File: src/rtl/pipe_ctrl_pkg.sv
// Shared definitions for the pipeline controller: state encoding,
// interrupt push codes and register address width.
package pipe_ctrl_pkg;

    localparam int REG_ADDR_W = 3;

    // Debug-visible state encoding; values are observed on the state port
    typedef enum logic [2:0] {
        ST_RUN       = 3'd0,
        ST_MEM_WAIT  = 3'd1,
        ST_INT_PC    = 3'd2,
        ST_INT_FLAGS = 3'd3,
        ST_INT_JUMP  = 3'd4
    } state_t;

    // Interrupt stack push requests
    localparam logic [1:0] PUSH_NONE  = 2'b00;
    localparam logic [1:0] PUSH_PC    = 2'b01;
    localparam logic [1:0] PUSH_FLAGS = 2'b10;

endpackage

File: src/rtl/pipe_ctrl_hazard_detect.sv
// Load-use hazard detector: flags when the load sitting in Execute writes
// a register that the instruction in Decode is about to read.
module hazard_detect
    import pipe_ctrl_pkg::*;
(
    input  logic                  i_de_mem_read,
    input  logic [REG_ADDR_W-1:0] i_de_write_add,
    input  logic [REG_ADDR_W-1:0] i_fd_src1,
    input  logic [REG_ADDR_W-1:0] i_fd_src2,
    input  logic [1:0]            i_fd_src_valid,
    output logic                  o_hazard
);

    logic w_src1Hit;
    logic w_src2Hit;

    // Only sources that Decode actually uses can create a dependency
    always_comb begin
        w_src1Hit = i_fd_src_valid[0] && (i_fd_src1 == i_de_write_add);
        w_src2Hit = i_fd_src_valid[1] && (i_fd_src2 == i_de_write_add);
        o_hazard  = i_de_mem_read && (w_src1Hit || w_src2Hit);
    end

endmodule

File: src/rtl/pipe_ctrl.sv
// Pipeline controller: stalls, flushes and interrupt entry sequencing for
// a Fetch/Decode/Execute pipeline, plus a saturating stall-cycle counter.
module pipe_ctrl
    import pipe_ctrl_pkg::*;
(
    input  logic                  clk,
    input  logic                  rst_n,
    input  logic                  de_mem_read,
    input  logic [REG_ADDR_W-1:0] de_write_add,
    input  logic [REG_ADDR_W-1:0] fd_src1,
    input  logic [REG_ADDR_W-1:0] fd_src2,
    input  logic [1:0]            fd_src_valid,
    input  logic                  branch_taken,
    input  logic                  int_req,
    input  logic                  mem_busy,
    output logic                  pc_en,
    output logic                  fd_en,
    output logic                  fd_flush,
    output logic                  de_en,
    output logic                  de_flush,
    output logic [1:0]            int_push,
    output logic                  int_ack,
    output logic [2:0]            state,
    output logic [15:0]           stall_count
);

    state_t      r_state;
    state_t      w_nextState;
    logic [15:0] r_stallCount;
    logic        w_hazard;

    hazard_detect u_hazard_detect (
        .i_de_mem_read (de_mem_read),
        .i_de_write_add(de_write_add),
        .i_fd_src1     (fd_src1),
        .i_fd_src2     (fd_src2),
        .i_fd_src_valid(fd_src_valid),
        .o_hazard      (w_hazard)
    );

    // State register; reset abandons any interrupt sequence in flight
    always_ff @(posedge clk or negedge rst_n) begin
        if (!rst_n) begin
            r_state <= ST_RUN;
        end else begin
            r_state <= w_nextState;
        end
    end

    // Next state and pipeline controls; reset overrides to a flushed, frozen pipe
    always_comb begin
        w_nextState = r_state;
        pc_en       = 1'b1;
        fd_en       = 1'b1;
        de_en       = 1'b1;
        fd_flush    = 1'b0;
        de_flush    = 1'b0;
        int_push    = PUSH_NONE;
        int_ack     = 1'b0;

        if (!rst_n) begin
            w_nextState = ST_RUN;
            pc_en       = 1'b0;
            fd_en       = 1'b0;
            de_en       = 1'b0;
            fd_flush    = 1'b1;
            de_flush    = 1'b1;
        end else if (mem_busy) begin
            // Memory not ready freezes everything; interrupt states hold in place
            pc_en = 1'b0;
            fd_en = 1'b0;
            de_en = 1'b0;
            if (r_state == ST_RUN) begin
                w_nextState = ST_MEM_WAIT;
            end
        end else begin
            case (r_state)
                ST_RUN: begin
                    if (branch_taken) begin
                        fd_flush = 1'b1;
                        de_flush = 1'b1;
                    end else if (int_req) begin
                        pc_en       = 1'b0;
                        fd_flush    = 1'b1;
                        w_nextState = ST_INT_PC;
                    end else if (w_hazard) begin
                        pc_en    = 1'b0;
                        fd_en    = 1'b0;
                        de_flush = 1'b1;
                    end
                end
                ST_MEM_WAIT: begin
                    pc_en       = 1'b0;
                    fd_en       = 1'b0;
                    de_en       = 1'b0;
                    w_nextState = ST_RUN;
                end
                ST_INT_PC: begin
                    pc_en       = 1'b0;
                    fd_en       = 1'b0;
                    de_flush    = 1'b1;
                    int_push    = PUSH_PC;
                    w_nextState = ST_INT_FLAGS;
                end
                ST_INT_FLAGS: begin
                    pc_en       = 1'b0;
                    fd_en       = 1'b0;
                    de_flush    = 1'b1;
                    int_push    = PUSH_FLAGS;
                    w_nextState = ST_INT_JUMP;
                end
                ST_INT_JUMP: begin
                    fd_flush    = 1'b1;
                    int_ack     = 1'b1;
                    w_nextState = ST_RUN;
                end
                default: begin
                    w_nextState = ST_RUN;
                end
            endcase
        end
    end

    // Count every cycle the PC is held, sticking at the maximum value
    always_ff @(posedge clk or negedge rst_n) begin
        if (!rst_n) begin
            r_stallCount <= 16'd0;
        end else if (!pc_en && (r_stallCount != 16'hFFFF)) begin
            r_stallCount <= r_stallCount + 16'd1;
        end
    end

    assign state       = r_state;
    assign stall_count = r_stallCount;

endmodule

File: config.mk
export PLATFORM = sky130hd
export DESIGN_NAME = pipe_ctrl
export DESIGN_NICKNAME = d
export VERILOG_FILES = /design/src/rtl/pipe_ctrl_pkg.sv /design/src/rtl/pipe_ctrl_hazard_detect.sv /design/src/rtl/pipe_ctrl.sv
export SDC_FILE = /design/constraint.sdc
export NUM_CORES = 1
export LEC_CHECK = 0
export ABC_AREA = 1
export BUFFER_PORTS_ARGS = -buffer_cell sky130_fd_sc_hd__buf_2
export CORE_MARGIN = 1
export CORE_UTILIZATION = 51
export CTS_CLUSTER_DIAMETER = 100
export CTS_CLUSTER_SIZE = 30
export DETAILED_ROUTE_END_ITERATION = 16
export GPL_TIMING_DRIVEN = 0
export PLACE_DENSITY = 0.8
export SYNTH_ARGS = -nofsm -noshare
export SYNTH_HDL_FRONTEND = slang
export SYNTH_SLANG_ARGS = --single-unit
File: constraint.sdc
create_clock -name clk -period 1.8 [get_ports clk]
set_clock_uncertainty 0.05 [all_clocks]
set_input_delay 0.36 -clock clk [delete_from_list [all_inputs] [get_ports clk]]
set_output_delay 0.36 -clock clk [all_outputs]
set_load 0.005 [all_outputs]
==> results.json, run 1 <==
{
  "synth.net_count": 234,
  "crit_buf_inv": 4,
  "post_synthesis_share_of_cell_area_spent_on_xor_and_xnor_gates": 0.0567,
  "clkTransAtPathRegs_ps": 100,
  "worst_slack_ps": -48.4,
  "synth-simple-area-share": 0.419,
  "cpLargestDelayFamily": "flip-flops",
  "num_vias": 1591,
  "fillCellCount": 219,
  "yosysTopAreaCellShare": 0.342,
  "final_hold_viol_count": 0,
  "holdWs_ps": 343,
  "relSlewSlack": 0.442,
  "cts_sinks": 19,
  "maxUsedRoutingLayer": "met4",
  "routed_via_count_divided_by_cell_count": 5.18,
  "drt_pre_antenna_iters": 4,
  "detail_route.drc_violations": 0,
  "place_congestion": 0.854,
  "worst_pin_slew_ps": 835,
  "layout.nets": 296,
  "period_minus_slack_ps": 1850,
  "synth_ff_type": "sky130_fd_sc_hd__dfrtp_1",
  "endpoint_kind": "output port",
  "max_freq_mhz": 541,
  "report.final.slew_viol_count": 0,
  "tritoncts": "done",
  "setup_viol": 3,
  "cts-htree-levels": 1,
  "route.layer.met1.wl_um": 1710,
  "syn-instance-count": 216,
  "finalPower_mw": 1.41,
  "final_core_utilization": 0.742,
  "crit_type": "register to output port",
  "routed_wirelength_um": 3830,
  "area_delta_synth_final_pct": 34.7,
  "ys_ff_latch": 19,
  "multi_input_comb_area_um2": 806,
  "worst_skew_pair.late_latency_ps": 310,
  "post_route_cells_drive_above_1_share": 0.321,
  "top_level_ports": 44,
  "synth_enable_flop_cells": 0,
  "worstPathCellList": "inv_4, nand2_2, nor2_1, nand2_1, nand2_2, buf_6, inv_2, buf_2",
  "critical_path.slowest_cell": "sky130_fd_sc_hd__dfrtp_2",
  "violations_in_the_final_reports": "negative setup slack",
  "synth_cell_type_count": 22,
  "numCtsBuffers": 3,
  "total_leakage_power_nw": 1.10,
  "combinational_family_with_the_most_area_after_synthesis": "simple AND/OR/NAND/NOR gates",
  "clk_path_buf_depth": 2,
  "synthesis.yosys.warnings": 0,
  "cp-start-kind": "register",
  "drt_first_iter_violations": 70,
  "power.density_nw_per_um2": 754,
  "ctsRootBufferMaster": "sky130_fd_sc_hd__clkbuf_4",
  "grt_max_degree": 20,
  "hold_class": "input port to register",
  "met2_routed_length_um": 1900,
  "met3_wirelength_um": 173,
  "ff_latch_area_um2": 479,
  "die-area_um2": 2940,
  "fin_crit_sh": 1.03,
  "post_synth.cell_area_avg_um2": 6.44,
  "setup_repair_after_global_routing_missed_its_margin": "true",
  "via_count_of_the_first_global_routing_pass": 1362,
  "global_route_wire_length_before_repair_um": 5800,
  "combined_global_route_utilization_of_all_metal_layers": 0.276,
  "rows": 18,
  "io_buffers": 43,
  "synth.area.mux_share": 0,
  "max-cap-violations": 0,
  "die_x_um": 54.2,
  "worst_ep_required_time_ps": 1390,
  "core-area_um2": 2520,
  "async_flop_share": 1.00,
  "cp_slowest_stage_delay_ps": 480,
  "synth-adder-area-share": 0.00900,
  "antenna_left": 0,
  "yosys.area.top_type": "sky130_fd_sc_hd__dfrtp_1",
  "arrival_time_at_the_worst_endpoint_ps": 1440,
  "synth.cell_area_um2": 1390,
  "synth_sequential_area_ratio": 0.342,
  "start_util": 0.551,
  "path_common_cell": "sky130_fd_sc_hd__nand2_2",
  "status": "finished with violations",
  "grt-ovfl-total": 0,
  "wire_per_inst_um": 12.5,
  "worstPathMaxFanout": 4,
  "n_antenna_cell": 0,
  "die_height_um": 54.2,
  "hpwlAfterDp_um": 2290,
  "compound_gate_fraction_of_synth_area": 0.0504,
  "post_synth_main_area_contributors": "sky130_fd_sc_hd__dfrtp_1 34%, sky130_fd_sc_hd__nand2_1 20%, sky130_fd_sc_hd__inv_1 9.7%",
  "number_of_antenna_violations_at_the_first_check_in_global_routing": 0,
  "power.ir.vdd_worst_v": 0.000821
}
## timing repair
item,4_1_cts,5_1_grt
hold endpoints to repair,19,0
gates cloned,0,0
setup endpoints to repair,3,20
gates resized for setup,14,21
pin swaps,6,4
buffers inserted,10,3
hold buffers,1,0
## layout by cell type (no fill, tap or decap), types with 3 or more instances in the layout
| cell type | instances |
|---|---|
| sky130_fd_sc_hd__o31ai_1 | 3 |
| sky130_fd_sc_hd__o21ai_1 | 3 |
| sky130_fd_sc_hd__dfrtp_1 | 16 |
| sky130_fd_sc_hd__inv_1 | 32 |
| sky130_fd_sc_hd__xor2_1 | 6 |
| sky130_fd_sc_hd__nor2_1 | 16 |
| sky130_fd_sc_hd__nor2_4 | 3 |
| sky130_fd_sc_hd__clkbuf_4 | 3 |
| sky130_fd_sc_hd__nor3_1 | 3 |
| sky130_fd_sc_hd__inv_2 | 3 |
| sky130_fd_sc_hd__buf_6 | 6 |
| sky130_fd_sc_hd__dfrtp_2 | 3 |
| sky130_fd_sc_hd__nand2_2 | 5 |
| sky130_fd_sc_hd__nand2_1 | 71 |
| sky130_fd_sc_hd__nand3_1 | 25 |
| sky130_fd_sc_hd__buf_4 | 13 |
| sky130_fd_sc_hd__buf_2 | 42 |
| sky130_fd_sc_hd__o21ai_0 | 5 |
| sky130_fd_sc_hd__xnor2_1 | 3 |
## Yosys cell counts, drive strengths merged, types with 3 or more instances
cell	instances
buf	5
dfrtp	19
inv	36
nand2	76
nand3	27
nor2	21
nor3	7
o21ai	8
o31ai	3
xnor2	3
xor2	6
## final timing paths
path,start,to,slack (ps),cells past startpoint
max reg2reg,stall_count[0],stall_count[14],70,9
min in group asynchronous,rst_n,stall_count[0],670,2
max,state[1],pc_en,-50,8
min reg2reg,stall_count[6],stall_count[6],470,2
min,rst_n,state[0],340,3
max in group asynchronous,rst_n,state[1],450,2
## sequential cells by signal, indices dropped and copies added, names as in the netlist
register and flops:
state 3, stall_count 16
## metal layers
layer,track usage,vias to the layer above
li1,-,796
met1,0.358,739
met2,0.470,50
met3,0.0508,6
met4,0.0684,0
met5,0,-
## power breakdown
group / internal [mW] / switching (mW) / total, mW / leakage (nW)
registers: 0.508 / 0.101 / 0.609 / 0.249
logic: 0.276 / 0.300 / 0.575 / 0.835
clock network: 0.0867 / 0.140 / 0.226 / 0.0150
## layout make-up
type                            instances  area share
Multi-Input combinational cell        156       0.430
Sequential cell                        19       0.256
Timing Repair Buffer                   57       0.180
Inverter                               36      0.0735
Buffer                                  5      0.0261
Tap cell                               30      0.0201
Clock buffer                            4      0.0140
## tightest hold or removal path, stage by stage
cell                      delay (ps)
sky130_fd_sc_hd__buf_4           120
sky130_fd_sc_hd__nand3_1          90
sky130_fd_sc_hd__o21ai_0          90
## kinds of logic after synthesis
family / after synthesis
AOI/OAI and AO/OA: 12
xor gates and xnor gates: 9
adders and majority gates: 1
buffers and inverters: 41
DFF: 19
and+or+nand+nor: 134
## metrics by stage
step	worst slack, ps	area (um^2)	TNS [ps]	cells
2_1_floorplan	214	1390	0	216
3_3_place_gp	-296	1640	-804	289
3_5_place_dp	-302	1640	-871	289
4_1_cts	-65.7	1790	-76.6	304
5_1_grt	-144	1870	-582	307
6_report	-48.4	1870	-103	307
Power figures use the tool's default switching activity.
==> inputs of run 2 (changes only) <==
--- a/config.mk
+++ b/config.mk
@@ -8,12 +8,12 @@
 export ABC_AREA = 1
 export BUFFER_PORTS_ARGS = -buffer_cell sky130_fd_sc_hd__buf_2
 export CORE_MARGIN = 1
-export CORE_UTILIZATION = 51
+export CORE_UTILIZATION = 54
 export CTS_CLUSTER_DIAMETER = 100
 export CTS_CLUSTER_SIZE = 30
 export DETAILED_ROUTE_END_ITERATION = 16
 export GPL_TIMING_DRIVEN = 0
-export PLACE_DENSITY = 0.8
+export PLACE_DENSITY = 0.84
 export SYNTH_ARGS = -nofsm -noshare
 export SYNTH_HDL_FRONTEND = slang
 export SYNTH_SLANG_ARGS = --single-unit
==> constraint.sdc (replaced) <==
create_clock -name clk -period 2.4 [get_ports clk]
set_clock_uncertainty 0.05 [all_clocks]
set_input_delay 0.48 -clock clk [delete_from_list [all_inputs] [get_ports clk]]
set_output_delay 0.48 -clock clk [all_outputs]
set_load 0.005 [all_outputs]
==> run 2 against run 1 <==
The run now ends clean. First-iteration DRC count fell by 57%. Die area is 5.4% lower. Clock power is 26% lower. Final cell count is 4.6% lower. Register-to-register slack improved by 550 ps. Sequential cell count did not move. Via count decreased by 9.9%. Total power down 31%. Combinational power shrank 39%. Critical path type unchanged. Critical endpoint unchanged. Largest power group unchanged.
==> results.json, run 2 (synthesized netlist as in run 1, its figures left out) <==
{
  "worst_r2r_endpoint": "stall_count[12]",
  "layoutNonFillerInstCount": 293,
  "post_cts_hold_buffer_count": 0,
  "layout.cell_area.non_filler_um2": 1680,
  "crit_type": "register to output port",
  "final_hold_viol_count": 0,
  "wire_per_inst_um": 9.97,
  "worstPathMaxFanout": 10,
  "via_count_of_the_first_global_routing_pass": 1198,
  "worst_slack_ps": 183,
  "drt_first_iter_violations": 30,
  "io_buffers": 43,
  "status": "finished clean",
  "worst_ep_required_time_ps": 1870,
  "routed_via_count_divided_by_cell_count": 4.89,
  "period_minus_slack_ps": 2220,
  "reg2regPathDepth": 9,
  "fin_crit_sh": 0.924,
  "layout.cells.most_common": "sky130_fd_sc_hd__nand2_1",
  "startpoint": "state[2]",
  "final_core_utilization": 0.682,
  "critical_path.slowest_cell": "sky130_fd_sc_hd__dfrtp_2",
  "total_leakage_power_nw": 1.02,
  "arrival_time_at_the_worst_endpoint_ps": 1690,
  "worstSetupEndpoint": "pc_en",
  "die_height_um": 52.7,
  "path_common_cell": "sky130_fd_sc_hd__nand2_1",
  "fillCellCount": 229,
  "gates_resized_cts_repair": 0,
  "tritoncts": "done",
  "tns_ps": 0,
  "power.ir.vdd_worst_v": 0.000417,
  "holdWs_ps": 20.1,
  "placement.setup.worst_slack_ps": 50.8,
  "number_of_antenna_violations_at_the_first_check_in_global_routing": 0,
  "die-area_um2": 2780,
  "max_ffs_per_register": 16,
  "r2r_start": "stall_count[0]",
  "numCtsBuffers": 3,
  "place_congestion": 0.875,
  "cpLargestDelayFamily": "simple AND/OR/NAND/NOR gates",
  "area_delta_synth_final_pct": 20.5,
  "multi_input_comb_area_um2": 746,
  "post_route_cells_drive_above_1_share": 0.228,
  "endpoint_kind": "output port",
  "routed_wirelength_um": 2920,
  "die_x_um": 52.7,
  "cp_num_cells": 8,
  "max_freq_mhz": 451,
  "clkTransAtPathRegs_ps": 120,
  "grt-ovfl-total": 0,
  "max-cap-violations": 0,
  "setup_viol": 0,
  "post-cts-setup-buffer-count": 0,
  "layout.nets": 282,
  "r2r_slack_ps": 620,
  "detail_route.drc_violations": 0,
  "ff_latch_area_um2": 477,
  "hpwlAfterDp_um": 2190,
  "num_vias": 1434,
  "worstPathCellList": "nor2_2, nand2_1, nor2_1, nand2_1, nand2_2, buf_4, inv_1, buf_2",
  "finalPower_mw": 0.973,
  "report.final.slew_viol_count": 0,
  "cp_slowest_stage_delay_ps": 470,
  "start_util": 0.566,
  "relSlewSlack": 0.770,
  "placedInstanceArea_um2": 1640,
  "worst_skew_pair.late_latency_ps": 310,
  "cp-start-kind": "register",
  "cts-htree-levels": 1,
  "setup_repair_after_global_routing_missed_its_margin": "false",
  "core-area_um2": 2450,
  "power.density_nw_per_um2": 580,
  "most-common-layout-cells": "73 x sky130_fd_sc_hd__nand2_1, 44 x sky130_fd_sc_hd__buf_2, 36 x sky130_fd_sc_hd__inv_1",
  "top_level_ports": 44,
  "clk_path_buf_depth": 2,
  "drt_pre_antenna_iters": 4,
  "worst_pin_slew_ps": 343,
  "cts_sinks": 19,
  "combined_global_route_utilization_of_all_metal_layers": 0.234,
  "global_route_wire_length_before_repair_um": 4820,
  "ctsRootBufferMaster": "sky130_fd_sc_hd__clkbuf_4",
  "hold_class": "input port to asynchronous set/reset pin",
  "crit_buf_inv": 3,
  "grt_max_degree": 25,
  "dp_cells": 289,
  "antenna_left": 0,
  "n_antenna_cell": 0,
  "rows": 18
}
-- run 2: cell types whose count changed in the layout (fill, tap and decap cells not counted), moves of 3 or more --
cell                      change
sky130_fd_sc_hd__buf_4       -11
sky130_fd_sc_hd__buf_6        -5
sky130_fd_sc_hd__inv_1        +4
sky130_fd_sc_hd__inv_2        -3
sky130_fd_sc_hd__nor2_4       -3
sky130_fd_sc_hd__nor3_1       +3
sky130_fd_sc_hd__o21ai_0      +3
sky130_fd_sc_hd__o21ai_1      -3
-- run 2: final cells by class --
type,instances,area share
flip-flops and latches,19,0.285
multi-input cells,156,0.445
clock buffers,4,0.0157
inverters,36,0.0807
plain buffers,5,0.0217
well taps,30,0.0224
repair buffers,43,0.130
-- run 2: how the worst min path moves through the flow --
stage / startpoint / end / slack (ps) / cells past startpoint
2_1_floorplan: rst_n / stall_count[0] / 130 / 0
3_3_place_gp: rst_n / stall_count[7] / 420 / 1
3_5_place_dp: rst_n / stall_count[6] / 420 / 1
4_1_cts: rst_n / stall_count[6] / 80 / 1
5_1_grt: rst_n / stall_count[6] / 30 / 1
6_report: rst_n / stall_count[6] / 20 / 1
-- run 2: power by group --
part	leakage, nW	internal, mW	total, mW	switching (mW)
combinational	0.757	0.159	0.350	0.190
clock	0.0150	0.0649	0.168	0.103
sequential	0.252	0.380	0.455	0.0751
-- run 2: metal layers --
metal | up-vias | routed length [um] | global-route usage
li1 | 763 | - | -
met1 | 629 | 1490 | 0.298
met2 | 38 | 1270 | 0.399
met3 | 4 | 138 | 0.0609
met4 | 0 | 21 | 0.0395
met5 | - | 0 | 0
==> inputs of run 3 (changes only) <==
--- a/config.mk
+++ b/config.mk
@@ -6,12 +6,13 @@
 export NUM_CORES = 1
 export LEC_CHECK = 0
 export ABC_AREA = 1
-export BUFFER_PORTS_ARGS = -buffer_cell sky130_fd_sc_hd__buf_2
+export BUFFER_PORTS_ARGS = -buffer_cell sky130_fd_sc_hd__buf_4
 export CORE_MARGIN = 1
 export CORE_UTILIZATION = 54
 export CTS_CLUSTER_DIAMETER = 100
 export CTS_CLUSTER_SIZE = 30
 export DETAILED_ROUTE_END_ITERATION = 16
+export GPL_ROUTABILITY_DRIVEN = 0
 export GPL_TIMING_DRIVEN = 0
 export PLACE_DENSITY = 0.84
 export SYNTH_ARGS = -nofsm -noshare
==> run 3 against run 2 <==
Highest routed layer unchanged. Sequential share of layout area down 2.1 points. Combinational power up 13%. Non-clock buffer count up 3. Via count up 4.5%.
==> results.json, run 3 (synthesized netlist as in run 1, its figures left out) <==
{
  "power.density_nw_per_um2": 568,
  "multi_input_comb_area_um2": 746,
  "cellInternalPower_mw": 0.648,
  "total_leakage_power_nw": 1.06,
  "holdCritStartpoint": "rst_n",
  "report.final.slew_viol_count": 0,
  "cts_sinks": 19,
  "hold_class": "input port to register",
  "swShare": 0.370,
  "global_route_wire_length_before_repair_um": 5310,
  "routed_wirelength_um": 3330,
  "worst_skew_pair.late_latency_ps": 310,
  "startpoint": "state[0]",
  "arrival_time_at_the_worst_endpoint_ps": 1700,
  "placement.setup.worst_slack_ps": 251,
  "grt_max_degree": 20,
  "clk_path_buf_depth": 2,
  "max_ffs_per_register": 16,
  "combPwrFrac": 0.386,
  "most-common-layout-cells": "73 x sky130_fd_sc_hd__nand2_1, 46 x sky130_fd_sc_hd__buf_4, 35 x sky130_fd_sc_hd__inv_1",
  "max_freq_mhz": 449,
  "max-cap-violations": 0,
  "hpwlAfterDp_um": 2450,
  "layout.cells.most_common": "sky130_fd_sc_hd__nand2_1",
  "drt_first_iter_violations": 43,
  "num_vias": 1498,
  "via_count_of_the_first_global_routing_pass": 1303,
  "number_of_antenna_violations_at_the_first_check_in_global_routing": 0,
  "layout.nets": 285,
  "fillCellCount": 224,
  "wire_per_inst_um": 11.2,
  "io_buffers": 43,
  "relSlewSlack": 0.396,
  "r2r_start": "stall_count[0]",
  "area_delta_synth_final_pct": 30.2,
  "post_route_cells_drive_above_1_share": 0.241,
  "core-area_um2": 2450,
  "n_antenna_cell": 0,
  "endpoint_kind": "output port",
  "final_hold_viol_count": 0,
  "crit_type": "register to output port",
  "setup_repair_after_global_routing_missed_its_margin": "false",
  "netSwitchingPower_mw": 0.380,
  "ff_latch_area_um2": 478,
  "die-area_um2": 2780,
  "cp-start-kind": "register",
  "grt-ovfl-total": 0,
  "combined_global_route_utilization_of_all_metal_layers": 0.262,
  "tns_ps": 0,
  "pwr-share-clk": 0.166,
  "antenna_left": 0,
  "die_height_um": 52.7,
  "worst_pin_slew_ps": 902,
  "fin_crit_sh": 0.928,
  "cts-htree-levels": 1,
  "numCtsBuffers": 3,
  "detail_route.drc_violations": 0,
  "worstPathMaxFanout": 10,
  "drt_pre_antenna_iters": 4,
  "start_util": 0.566,
  "clkTransAtPathRegs_ps": 100,
  "top_level_ports": 44,
  "routed_via_count_divided_by_cell_count": 5.06,
  "seq_power_share": 0.448,
  "die_x_um": 52.7,
  "status": "finished clean",
  "worst_ep_required_time_ps": 1870,
  "power.ir.vdd_worst_v": 0.000505,
  "period_minus_slack_ps": 2230,
  "rows": 18,
  "ctsRootBufferMaster": "sky130_fd_sc_hd__clkbuf_4",
  "worst_slack_ps": 173,
  "setup_viol": 0,
  "tritoncts": "done"
}
[run 3: final cells by class]
cell class / instances / share of cell area
plain buffers: 5 / 0.0221
well taps: 30 / 0.0207
clock buffers: 4 / 0.0145
repair buffers: 46 / 0.192
inverters: 36 / 0.0746
multi-input cells: 156 / 0.412
flip-flops and latches: 19 / 0.264
[run 3: metrics by stage]
step | cells | power [mW] | util | hold WS [ps] | cell area, um^2
2_1_floorplan | 216 | 0.678 | - | 134 | 1390
3_3_place_gp | 289 | 0.844 | 0.713 | 334 | 1750
3_5_place_dp | 289 | 0.862 | 0.713 | 335 | 1750
4_1_cts | 294 | 1.04 | 0.728 | 421 | 1790
5_1_grt | 296 | 1.12 | 0.738 | 434 | 1810
6_report | 296 | 1.03 | 0.738 | 434 | 1810
[run 3: path summary, 6_finish.rpt]
kind                                        end  slack [ps]  depth (start not counted)
worst max-delay path                      pc_en         170                          8
worst min-delay path                   state[0]         430                          3
worst max register to register  stall_count[12]         630                          9
worst min register to register   stall_count[6]         470                          2
max in group asynchronous              state[0]         850                          2
min in group asynchronous        stall_count[6]         830                          2
[run 3: power groups by stage]
stage,clock [mW],sequential (mW),combinational [mW]
floorplan,0,0.456,0.221
CTS,0.178,0.460,0.399
global route,0.189,0.472,0.460
finish,0.170,0.461,0.397
detailed placement,0,0.466,0.395
global placement,0,0.463,0.381
[run 3: timing repair]
action	in CTS	in global routing
endpoints found under the hold margin	19	0
buffers inserted	0	2
setup endpoints to repair	0	1
hold buffers	1	0
gates resized for setup	0	5
[run 3: critical path, cell delays in order (launching register included)]
cell                      delay [ps]
sky130_fd_sc_hd__dfrtp_2         450
sky130_fd_sc_hd__nor2_2          170
sky130_fd_sc_hd__nand2_1         130
sky130_fd_sc_hd__nor2_1          110
sky130_fd_sc_hd__nand2_1          70
sky130_fd_sc_hd__nand2_2         120
sky130_fd_sc_hd__buf_6           160
sky130_fd_sc_hd__inv_1            50
sky130_fd_sc_hd__buf_4           130
[run 3: per-layer routing]
metal | vias to the layer above | part of all wire | GRT usage
met5 | - | 0 | 0
met1 | 682 | 0.45 | 0.324
met4 | 0 | 0.0072 | 0.0702
met3 | 3 | 0.061 | 0.0609
li1 | 770 | - | -
met2 | 43 | 0.48 | 0.449
